===== src/rtl/ps2_pkg.sv =====
// Shared types and constants for the PS/2 keyboard receiver.
// Frame FSM states, scan-code prefix bytes and the odd-parity helper.
package ps2_pkg;

   typedef enum logic [1:0] {
      IDLE   = 2'd0,
      DATA   = 2'd1,
      PARITY = 2'd2,
      STOP   = 2'd3
   } rx_state_t;

   localparam logic [7:0] PS2_EXT   = 8'hE0;
   localparam logic [7:0] PS2_BRK   = 8'hF0;
   localparam int         DATA_BITS = 8;

   // Odd parity holds when data bits plus parity bit contain an odd number of ones.
   function automatic logic odd_parity(input logic [7:0] data, input logic par);
      return ^{data, par};
   endfunction

endpackage


===== src/rtl/ps2_frame_rx.sv =====
// PS/2 device-to-host deframer: synchroniser, clock glitch filter,
// falling-edge bit strobe, frame FSM and mid-frame inactivity timeout.
//
// state  | meaning
// IDLE   | waiting for a start bit (0) on a strobe
// DATA   | shifting in 8 data bits, LSB first
// PARITY | capturing the parity bit
// STOP   | checking stop bit and parity, then back to IDLE
module ps2_frame_rx
   import ps2_pkg::*;
#(
   parameter int FILTER_LEN     = 8,
   parameter int TIMEOUT_CYCLES = 50000
) (
   input  logic       clk,
   input  logic       rst,
   input  logic       kbClk,
   input  logic       kbData,
   output logic [7:0] byteOut,
   output logic       byteValid,
   output logic       frameErr
);

   localparam int TO_W  = (TIMEOUT_CYCLES > 1) ? $clog2(TIMEOUT_CYCLES) : 1;
   localparam int CNT_W = $clog2(DATA_BITS);
   localparam logic [TO_W-1:0]  TO_LOAD  = TO_W'(TIMEOUT_CYCLES - 1);
   localparam logic [CNT_W-1:0] LAST_BIT = CNT_W'(DATA_BITS - 1);

   logic                  clk_s1, clk_s2;
   logic                  dat_s1, dat_s2;
   logic [FILTER_LEN-1:0] filt_sr;
   logic                  clk_filt, clk_filt_d;
   logic                  strobe;

   rx_state_t             state, next_state;
   logic [CNT_W-1:0]      bit_cnt;
   logic [7:0]            shift;
   logic                  par_bit;
   logic [TO_W-1:0]       to_cnt;
   logic                  timeout_hit;
   logic                  accept;
   logic                  reject;

   // Idle-high bus: everything in the input path resets to 1 so reset makes no edge.
   always_ff @(posedge clk) begin
      if (rst) begin
         clk_s1     <= 1'b1;
         clk_s2     <= 1'b1;
         dat_s1     <= 1'b1;
         dat_s2     <= 1'b1;
         filt_sr    <= '1;
         clk_filt   <= 1'b1;
         clk_filt_d <= 1'b1;
         strobe     <= 1'b0;
      end else begin
         clk_s1     <= kbClk;
         clk_s2     <= clk_s1;
         dat_s1     <= kbData;
         dat_s2     <= dat_s1;
         filt_sr    <= {filt_sr[FILTER_LEN-2:0], clk_s2};
         if (&filt_sr) begin
            clk_filt <= 1'b1;
         end else if (~|filt_sr) begin
            clk_filt <= 1'b0;
         end
         clk_filt_d <= clk_filt;
         strobe     <= clk_filt_d & ~clk_filt;
      end
   end

   always_ff @(posedge clk) begin
      if (rst) begin
         state <= IDLE;
      end else begin
         state <= next_state;
      end
   end

   // A strobe takes priority over an expiring timeout in the same cycle.
   always_comb begin
      next_state  = state;
      accept      = 1'b0;
      reject      = 1'b0;
      timeout_hit = (state != IDLE) && (to_cnt == '0);
      if (strobe) begin
         case (state)
            IDLE:    if (!dat_s2) next_state = DATA;
            DATA:    if (bit_cnt == LAST_BIT) next_state = PARITY;
            PARITY:  next_state = STOP;
            STOP: begin
               next_state = IDLE;
               if (dat_s2 && odd_parity(shift, par_bit)) begin
                  accept = 1'b1;
               end else begin
                  reject = 1'b1;
               end
            end
            default: next_state = IDLE;
         endcase
      end else if (timeout_hit) begin
         next_state = IDLE;
         reject     = 1'b1;
      end
   end

   always_ff @(posedge clk) begin
      if (rst) begin
         bit_cnt   <= '0;
         shift     <= '0;
         par_bit   <= 1'b0;
         to_cnt    <= '0;
         byteOut   <= '0;
         byteValid <= 1'b0;
         frameErr  <= 1'b0;
      end else begin
         if ((state == IDLE) || strobe) begin
            to_cnt <= TO_LOAD;
         end else if (to_cnt != '0) begin
            to_cnt <= to_cnt - 1'b1;
         end
         if (strobe) begin
            case (state)
               IDLE:    bit_cnt <= '0;
               DATA: begin
                  shift   <= {dat_s2, shift[7:1]};
                  bit_cnt <= bit_cnt + 1'b1;
               end
               PARITY:  par_bit <= dat_s2;
               default: ;
            endcase
         end
         byteValid <= accept;
         frameErr  <= reject;
         if (accept) begin
            byteOut <= shift;
         end
      end
   end

endmodule


===== src/rtl/ps2_receiver.sv =====
// PS/2 keyboard front end: frame receiver plus E0/F0 prefix decoder
// producing the {extended, scan code} of the currently held key.
module ps2_receiver
   import ps2_pkg::*;
#(
   parameter int FILTER_LEN     = 8,
   parameter int TIMEOUT_CYCLES = 50000
) (
   input  logic       clk,
   input  logic       rst,
   input  logic       kbClk,
   input  logic       kbData,
   output logic [8:0] keyCodeOut,
   output logic       keyValid,
   output logic [7:0] byteOut,
   output logic       byteValid,
   output logic       frameErr
);

   logic       ext_pend;
   logic       brk_pend;
   logic [8:0] code;

   ps2_frame_rx #(
      .FILTER_LEN    (FILTER_LEN),
      .TIMEOUT_CYCLES(TIMEOUT_CYCLES)
   ) u_frame_rx (
      .clk      (clk),
      .rst      (rst),
      .kbClk    (kbClk),
      .kbData   (kbData),
      .byteOut  (byteOut),
      .byteValid(byteValid),
      .frameErr (frameErr)
   );

   assign code = {ext_pend, byteOut};

   // A break only clears the held code if it releases that same key.
   always_ff @(posedge clk) begin
      if (rst) begin
         keyCodeOut <= '0;
         keyValid   <= 1'b0;
         ext_pend   <= 1'b0;
         brk_pend   <= 1'b0;
      end else begin
         keyValid <= 1'b0;
         if (frameErr) begin
            ext_pend <= 1'b0;
            brk_pend <= 1'b0;
         end else if (byteValid) begin
            if (byteOut == PS2_EXT) begin
               ext_pend <= 1'b1;
            end else if (byteOut == PS2_BRK) begin
               brk_pend <= 1'b1;
            end else begin
               if (brk_pend) begin
                  if (code == keyCodeOut) begin
                     keyCodeOut <= '0;
                  end
               end else begin
                  keyCodeOut <= code;
                  keyValid   <= 1'b1;
               end
               ext_pend <= 1'b0;
               brk_pend <= 1'b0;
            end
         end
      end
   end

endmodule


===== config.mk =====
export PLATFORM = sky130hd
export DESIGN_NAME = ps2_receiver
export DESIGN_NICKNAME = d
export VERILOG_FILES = /design/src/rtl/ps2_pkg.sv /design/src/rtl/ps2_frame_rx.sv /design/src/rtl/ps2_receiver.sv
export SDC_FILE = /design/constraint.sdc
export NUM_CORES = 1
export LEC_CHECK = 0
export BUFFER_PORTS_ARGS = -buffer_cell sky130_fd_sc_hd__buf_2
export CAP_MARGIN = 20
export CORE_UTILIZATION = 30
export CTS_CLUSTER_DIAMETER = 30
export DETAILED_ROUTE_END_ITERATION = 10
export GPL_TIMING_DRIVEN = 0
export HOLD_SLACK_MARGIN = 0.1
export PLACE_DENSITY = 0.48
export SKIP_CTS_REPAIR_TIMING = 1
export SYNTH_ARGS = -nofsm -noshare
export SYNTH_HDL_FRONTEND = slang
export SYNTH_SLANG_ARGS = --single-unit

===== constraint.sdc =====
create_clock -name clk -period 5.05 [get_ports clk]
set_clock_uncertainty 0.05 [all_clocks]
set_input_delay 0.7575 -clock clk [delete_from_list [all_inputs] [get_ports clk]]
set_output_delay 0.7575 -clock clk [all_outputs]
set_load 0.05 [all_outputs]

==> results of run 1 <==
-- flip-flops by register name, indices dropped and copies added, names as in the netlist, 2 cells and up --
register	count
keyCodeOut	9
u_frame_rx.shift	8
u_frame_rx.bit_cnt	3
u_frame_rx.state	2
u_frame_rx.to_cnt	16
u_frame_rx.filt_sr	8
u_frame_rx.byteOut	8
-- power by group --
part | internal [uW] | total [uW] | switching, uW | leakage (uW)
Combinational | 10.2 | 27.2 | 16.9 | 0.000655
Sequential | 534 | 539 | 4.93 | 0.000544
Clock | 236 | 460 | 224 | 0.0000988
-- Yosys cell counts, types with 2 or more instances --
cell	number	share of area (%)
nand3_1	8	1.5
mux2i_1	8	2.9
xnor2_1	14	4.5
a22oi_1	2	0.54
nand2_1	28	3.8
and2_1	3	0.68
nand4_1	6	1.4
a22o_1	9	2.9
nand2b_1	4	0.91
or3_1	2	0.45
nor2_1	31	4.2
o21ai_0	6	1.1
ha_1	7	3.2
clkbuf_1	9	1.2
nand3b_1	4	1.1
xor2_1	10	3.2
o41ai_1	3	0.95
nor3_1	5	0.91
a21oi_1	26	4.7
dfxtp_1	67	49
or2_2	14	3.2
inv_1	7	0.95
nor4_1	5	1.1
-- worst max-delay path, stage by stage (launching register included) --
cell      delay (ps)
dfxtp_1          330
inv_1             90
ha_1             180
nor3b_2          380
nand4_1          320
or2_2            420
o311ai_0         280
a21oi_1          100
-- layer usage --
metal / global-route usage [%] / part of all wire [%] / vias up / wire length (um)
li1: - / - / 1082 / -
met1: 15.6 / 51 / 947 / 2800
met2: 18.9 / 46 / 22 / 2480
met3: 3.72 / 2.3 / 2 / 125
met4: 6.29 / 0.79 / 0 / 43
met5: 0 / 0 / - / 0
-- final cells by class --
| cell class | count | share of cell area [%] |
|---|---|---|
| buffer | 9 | 1.05 |
| clock buffer | 9 | 3.86 |
| clock inverter | 7 | 2.57 |
| inverter | 7 | 0.818 |
| multi-input combinational | 209 | 42.2 |
| sequential | 67 | 41.8 |
| tap | 108 | 4.21 |
| timing repair buffer | 23 | 3.58 |
-- stage by stage --
stage / power [uW] / worst slack, ps
floorplan: 570 / 3080
global placement: 579 / 2790
detailed placement: 579 / 2770
CTS: 1050 / 2760
global route: 1070 / 2600
finish: 1030 / 2770
-- logic make-up after synthesis --
group	after synthesis	share of synthesized area (%)
compound gates	51	11.6
flops	67	48.7
simple gates	116	21.3
xor+xnor	26	9.31
buf+inv	16	2.18
fa+ha+maj	7	3.18
mux	9	3.72
-- worst min path at each step --
| stage | startpoint | cells past startpoint | end | slack, ps |
|---|---|---|---|---|
| floorplan | u_frame_rx.clk_s1 | 1 | u_frame_rx.clk_s2 | 340 |
| global placement | u_frame_rx.clk_s1 | 1 | u_frame_rx.clk_s2 | 350 |
| detailed placement | u_frame_rx.clk_s2 | 1 | u_frame_rx.filt_sr[0] | 350 |
| CTS | u_frame_rx.clk_s1 | 1 | u_frame_rx.clk_s2 | 370 |
| global route | u_frame_rx.clk_s1 | 1 | u_frame_rx.clk_s2 | 380 |
| finish | u_frame_rx.clk_s2 | 1 | u_frame_rx.filt_sr[0] | 360 |
==> impl_metrics.csv, run 1 <==
group,metric,value,unit
timing,worst_pin_slew,914,ps
final_layout,mostFrequentLayoutCell,"dfxtp_1",
worst_hold_path,holdCritPathClass,"reg -> reg",
final_layout,fillers,919,
routing,first_pass_iters,8,
synthesis,syn_nets,303,
setup_path,critPathKind,"reg -> reg",
setup_path,startpoint,"u_frame_rx.to_cnt[0]",
placed_design,portBuffers,23,
setup_path,rrSetupSlack,2770,ps
setup_path,path_max_fanout,7,
clocking,clk_latency,340,ps
timing,fin_crit_sh,45.1,%
routing,drt_wl_total,5450,um
status,status,"complete, but fails checks",
global_route,grt_max_degree,15,
routing,vias,2053,
synthesis,ys_seq_area_share,48.7,%
final_layout,final_cell_mix,"dfxtp_1 (67), nor2_1 (31), nand2_1 (28)",
synthesis,synthFlopType,"dfxtp_1",
setup_path,worstPathArrival,2430,ps
setup_path,crit_path_start_kind,"register",
routing,wl_per_cell,12.4,um
synthesis,ys_ff_latch,67,
power_and_ir_drop,power_leakage,0.00130,uW
global_route,grt_pass1_vias,1949,
synthesis,yosysWarningCount,0,
clocking,ctsLongestPathBuffers,2,
setup_path,crit_path_end_kind,"register",
placed_design,post_dp_cell_area,3010,sq um
floorplan,start_util,31.3,%
routing,drcViolationCount,8,
floorplan,die_y,97.8,um
setup_path,critical_path_required,5200,ps
routing,viasPerCell,4.68,
clocking,clk_pin_slew,80,ps
setup_path,ff2ff_path_depth,7,
routing,ant_nets,0,
floorplan,core-area,8810,sq um
final_layout,diodes,0,
timing,slew_headroom,38.6,%
final_layout,stdcell_area,3210,sq um
power_and_ir_drop,ir_worst_vdd,127,uV
synthesis,synth_cell_types,37,
status,violations,"DRC",
timing,setup_viol,0,
floorplan,die_w,97.8,um
timing,hold_violations,0,
setup_path,r2r_start,"u_frame_rx.to_cnt[0]",
timing,timing.final.crit_period,2280,ps
global_route,grt_pass1_wl,9330,um
placed_design,dp.cells,423,
floorplan,io_pins,24,
clocking,clock_tree.root_cell,"clkbuf_8",
synthesis,synth-edff-count,0,
final_layout,final_nets,337,
clocking,htreeDepth,3,
synthesis,syn_area,2760,sq um
final_layout,drive_gt1_share,17.8,%
global_route,grt_use_total,12.3,%
timing,slew_violations,0,
placed_design,post-dp-hpwl,3890,um
final_layout,syn2layout_area_growth,16.6,%
clocking,cts_made_buffers,9,
clocking,tritoncts,"built",
timing,rsz0062_at_grt,"no",
setup_path,regToRegEndpoint,"u_frame_rx.state[1]",
timing,whs,363,ps
clocking,clock-sinks,67,
placed_design,place_congestion,0.774,
final_layout,multiInputGateArea,1350,sq um
synthesis,async_flop_share,0,%
global_route,grt_antenna_before_repair,0,
final_layout,fin_cells,439,
flow_run,drv_cap,0,
power_and_ir_drop,power_density,319,nW/um^2
synthesis,synthCells,292,
floorplan,dieArea,9570,sq um
timing,fmax,439,MHz
setup_path,crit_end,"u_frame_rx.state[1]",
final_layout,regArea,1340,sq um
synthesis,syn_area_per_cell,9.44,sq um
final_layout,fin_util,36.5,%
routing,drtIter0Drc,91,
global_route,overflow,0,
timing,finalSetupTns,0,ps
floorplan,rows,34,
No activity file was read; power rests on OpenSTA's default activity.
==> run 2: changes to the inputs <==
Settings changed: PLACE_DENSITY 0.48 to 0.49.
Clock period 5.05 ns to 2 ns, I/O delays scaled along.
==> run 2 against run 1 <==
The run still ends with DRC left. Total power grew to 2.5 times the previous value. Critical path depth up 1. Design area up 3.1%. Sequential power grew to 2.5 times the previous value. First-iteration DRC count down 24%. Register-to-register slack lost 2700 ps. Worst setup slack lost 2700 ps. Combinational power grew to 2.8 times the previous value. Non-clock buffer count is 7 higher. Die area did not move. Largest cell class unchanged.
==> impl_metrics.csv, run 2 (synthesized netlist as in run 1, its figures left out) <==
group,metric,value,unit
global_route,grt_antenna_before_repair,0,
routing,ant_nets,0,
floorplan,start_util,31.3,%
power_and_ir_drop,ir_worst_vdd,280,uV
placed_design,post-dp-hpwl,3850,um
setup_path,worstPathArrival,2080,ps
final_layout,final_nets,344,
final_layout,diodes,0,
global_route,grt_use_total,12.8,%
routing,drtIter0Drc,69,
setup_path,path_buf_inv,2,
timing,fmax,523,MHz
clocking,htreeDepth,3,
routing,viasPerCell,4.77,
setup_path,crit_family,"simple AND/OR/NAND/NOR gates",
setup_path,cpMaxStageDelayCell,"dfxtp_2",
timing,timing.final.crit_period,1910,ps
clocking,clock-sinks,67,
power_and_ir_drop,power_density,783,nW/um^2
final_layout,top_register,"u_frame_rx.to_cnt",
clocking,cts_made_buffers,9,
final_layout,fin_cells,446,
routing,wl_per_cell,12.7,um
timing,slew_headroom,38.2,%
global_route,grt_max_degree,14,
floorplan,core-area,8810,sq um
floorplan,die_y,97.8,um
final_layout,final_cell_mix,"dfxtp_1 (65), nor2_1 (31), nand2_1 (28)",
routing,first_pass_iters,7,
routing,drcViolationCount,5,
placed_design,portBuffers,23,
routing,vias,2126,
clocking,tritoncts,"built",
global_route,overflow,0,
final_layout,syn2layout_area_growth,20.2,%
floorplan,die_w,97.8,um
final_layout,fillers,920,
final_layout,largestRegisters,"u_frame_rx.to_cnt: 16 flops, keyCodeOut: 9 flops",
setup_path,crit_path_end_kind,"register",
setup_path,critPathKind,"reg -> reg",
global_route,grt_pass1_vias,2010,
timing,fin_crit_sh,95.7,%
placed_design,dp.cells,423,
clocking,clock_tree.root_cell,"clkbuf_8",
power_and_ir_drop,power_leakage,0.00135,uW
timing,worst_pin_slew,919,ps
final_layout,mostFrequentLayoutCell,"dfxtp_1",
clocking,clk_latency,350,ps
timing,slew_violations,0,
setup_path,crit_path_start_kind,"register",
final_layout,largest_register_ffs,16,
clocking,ctsLongestPathBuffers,2,
setup_path,path_max_fanout,5,
flow_run,drv_cap,0,
final_layout,drive_gt1_share,21.3,%
floorplan,rows,34,
power_and_ir_drop,p_total,2590,uW
global_route,grt_pass1_wl,9570,um
clocking,clk_pin_slew,80,ps
status,status,"complete, but fails checks",
status,violations,"DRC",
setup_path,cp_cell_sequence,"inv_2, ha_2, nor3b_4, nand4_1, buf_4, or2_4, o311ai_1, a21oi_1",
timing,setup_viol,0,
routing,drt_wl_total,5650,um
placed_design,place_congestion,0.726,
setup_path,rrSetupSlack,90,ps
setup_path,critical_path_required,2170,ps
worst_hold_path,holdCritPathClass,"in -> reg",
timing,hold_violations,0,
floorplan,io_pins,24,
floorplan,dieArea,9570,sq um
setup_path,slowest_delay,340,ps
## run 2: cell count changes in the layout (fill, tap and decap cells not counted), sizes merged
cell and change:
buf +5, clkinv +4, clkinvlp -2, dlygate4sd3 +2, inv -2
## run 2: layout make-up
type	count	area, sq um	share of cell area, %
multi-input cells	209	1390	41.9
flip-flops and latches	67	1340	40.6
repair buffers	30	185	5.59
well taps	108	135	4.08
clock buffers	9	124	3.74
clock inverters	7	75.1	2.27
plain buffers	9	33.8	1.02
inverters	7	26.3	0.793
## run 2: metrics by stage
stage / setup WS, ps / TNS (ps) / cell area [sq um] / hold slack [ps] / utilization, %
after floorplan: 32.4 / 0 / 2760 / 339 / -
after global placement: -288 / -757 / 3010 / 348 / 34.1
after detailed placement: -321 / -1000 / 3010 / 349 / 34.1
after CTS: -341 / -1100 / 3200 / 61.2 / 36.4
after global routing: -11.7 / -11.7 / 3310 / 202 / 37.6
final: 86.6 / 0 / 3310 / 209 / 37.6
## run 2: final timing paths
kind,depth (start not counted),from,to
worst max-delay path,8,u_frame_rx.to_cnt[0],u_frame_rx.state[1]
worst min-delay path,2,rst,u_frame_rx.filt_sr[2]
worst max register to register,8,u_frame_rx.to_cnt[0],u_frame_rx.state[1]
worst min register to register,1,u_frame_rx.clk_s1,u_frame_rx.clk_s2
## run 2: metal layers
| metal | routed length, um | GRT usage (%) | up-vias |
|---|---|---|---|
| li1 | - | - | 1101 |
| met4 | 97 | 6.29 | 0 |
| met1 | 2800 | 15.6 | 993 |
| met3 | 190 | 4.22 | 8 |
| met2 | 2560 | 20.3 | 24 |
| met5 | 0 | 0 | - |
## run 2: report_power, final
part | leakage [uW] | switching, uW | total, uW | internal (uW)
clock network | 0.000104 | 569 | 1150 | 584
logic | 0.000699 | 45.0 | 77.1 | 32.1
registers | 0.000544 | 14.2 | 1360 | 1350
==> run 3: changes to the inputs <==
Settings changed: CORE_UTILIZATION 30 to 52, PLACE_DENSITY 0.49 to 0.76.
==> run 3 against run 2 <==
The flow now finishes without violations. Wire length shrank 1.4%. Sequential power is essentially flat. Combinational power up 0.5%. Clock-buffer cell count did not move. Maximum frequency shrank 2.3%. Non-clock buffer count grew 2. Global-route usage rose by 8.0 points. Core utilization rose by 28 points. Die area fell by 42%.
==> impl_metrics.csv, run 3 (synthesized netlist as in run 1, its figures left out) <==
group,metric,value,unit
power_and_ir_drop,power_frac_clock,52.8,%
clocking,clock-sinks,67,
routing,wl_met1,2720,um
routing,viasPerCell,5.27,
floorplan,start_util,53.9,%
final_layout,mostFrequentLayoutCell,"dfxtp_1",
floorplan,rows,26,
floorplan,dieArea,5590,sq um
placed_design,place_congestion,0.774,
setup_path,ff2ff_path_depth,7,
setup_path,cp.depth,7,
global_route,grt_antenna_before_repair,0,
routing,drcViolationCount,0,
final_layout,syn2layout_area_growth,21.8,%
clocking,htreeDepth,3,
setup_path,crit_path_start_kind,"register",
final_layout,top_register,"u_frame_rx.to_cnt",
setup_path,path_buf_inv,1,
setup_path,cp_cell_sequence,"inv_1, ha_2, nor3b_4, nand4_1, or2_4, o311ai_2, a21oi_1",
routing,drt_wl_total,5570,um
clocking,cts_made_buffers,9,
status,status,"finished clean",
power_and_ir_drop,power_leakage,0.00139,uW
final_layout,final_cell_mix,"dfxtp_1 (67), nor2_1 (31), nand2_1 (28)",
timing,timing.final.crit_period,1960,ps
routing,ant_nets,0,
power_and_ir_drop,p_comb_share,2.5,%
clocking,ctsLongestPathBuffers,2,
floorplan,die_y,74.8,um
power_and_ir_drop,p_total,3050,uW
setup_path,slowest_delay,330,ps
final_layout,drive_gt1_share,20.9,%
power_and_ir_drop,p_int,2460,uW
setup_path,critPathKind,"reg -> reg",
global_route,grt_pass1_vias,1953,
clocking,clk_latency,340,ps
placed_design,post-dp-hpwl,3610,um
floorplan,io_pins,24,
final_layout,final_nets,346,
floorplan,core-area,5110,sq um
worst_hold_path,whs_path_depth,2,
power_and_ir_drop,switching_share,19.3,%
routing,drtIter0Drc,79,
power_and_ir_drop,switchingPower,588,uW
timing,hold_violations,0,
setup_path,crit_path_end_kind,"register",
setup_path,critical_path_required,2150,ps
flow_run,drv_cap,0,
final_layout,diodes,0,
worst_hold_path,holdCritPathClass,"in -> reg",
timing,finalSetupTns,0,ps
setup_path,worstPathArrival,2110,ps
routing,top_layer,"met4",
power_and_ir_drop,seqPwrFrac,44.7,%
setup_path,crit_family,"simple AND/OR/NAND/NOR gates",
routing,first_pass_iters,4,
clocking,clk_pin_slew,70,ps
setup_path,path_max_fanout,5,
clocking,tritoncts,"built",
timing,slew_headroom,42.0,%
final_layout,largestRegisters,"u_frame_rx.to_cnt: 16 flops, keyCodeOut: 9 flops",
power_and_ir_drop,ir_worst_vdd,647,uV
final_layout,fin_util,65.7,%
timing,slew_violations,0,
clocking,clock_tree.root_cell,"clkbuf_8",
routing,routed-wl-met2,2620,um
setup_path,rrSetupSlack,40,ps
routing,vias,2159,
timing,fin_crit_sh,97.9,%
routing,dr_wl_met3,145,um
global_route,grt_pass1_wl,8700,um
timing,worst_pin_slew,863,ps
global_route,overflow,0,
timing,setup_viol,0,
floorplan,die_w,74.8,um
placed_design,portBuffers,23,
global_route,grt_use_total,20.8,%
final_layout,largest_register_ffs,16,
global_route,grt_max_degree,13,
routing,wl_per_cell,13.6,um
power_and_ir_drop,power_density,908,nW/um^2
timing,fmax,511,MHz
setup_path,cpMaxStageDelayCell,"dfxtp_1",
run 3: cell type report:
class                      count  area [sq um]
inverter                       7          26.3
clock buffer                   9           124
timing repair buffer          32           188
multi-input combinational    209          1390
fill                         423          1750
buffer                         9          33.8
sequential                    67          1340
tap                           70          87.6
clock inverter                 7           164
run 3: worst paths after layout:
| check | start | end |
|---|---|---|
| max | u_frame_rx.to_cnt[0] | u_frame_rx.state[1] |
| min | rst | u_frame_rx.filt_sr[2] |
| max reg2reg | u_frame_rx.to_cnt[0] | u_frame_rx.state[1] |
| min reg2reg | u_frame_rx.clk_s1 | u_frame_rx.clk_s2 |
run 3: worst register-to-register path, delay by kind of cell (launching register included):
kind	cells	cell delay, ps
and+or+nand+nor	3	840
adders and majority gates	1	190
AOI/OAI and AO/OA	2	320
DFF	1	330
buffers and inverters	1	90
run 3: through the flow:
stage          instances  setup WS [ps]  cell area (sq um)  hold slack, ps
2_1_floorplan        292           32.4               2760             339
3_3_place_gp         385           -213               2960             344
3_5_place_dp         385           -259               2960             345
4_1_cts              401           -262               3250            80.2
5_1_grt              410          -67.7               3360             219
6_report             410           41.7               3360             212
run 3: power groups by stage:
stage	clock (uW)	combinational, uW	sequential, uW
5_1_grt	1680	86.5	1360
2_1_floorplan	0	50.7	1390
6_report	1610	77.5	1360
4_1_cts	1620	69.5	1360
3_3_place_gp	0	66.5	1390
3_5_place_dp	0	68.8	1390
run 3: metal layers:
layer | track usage [%] | vias up
li1 | - | 1098
met1 | 26.4 | 1022
met2 | 33.8 | 31
met3 | 5.09 | 8
met4 | 9.01 | 0
met5 | 0 | -
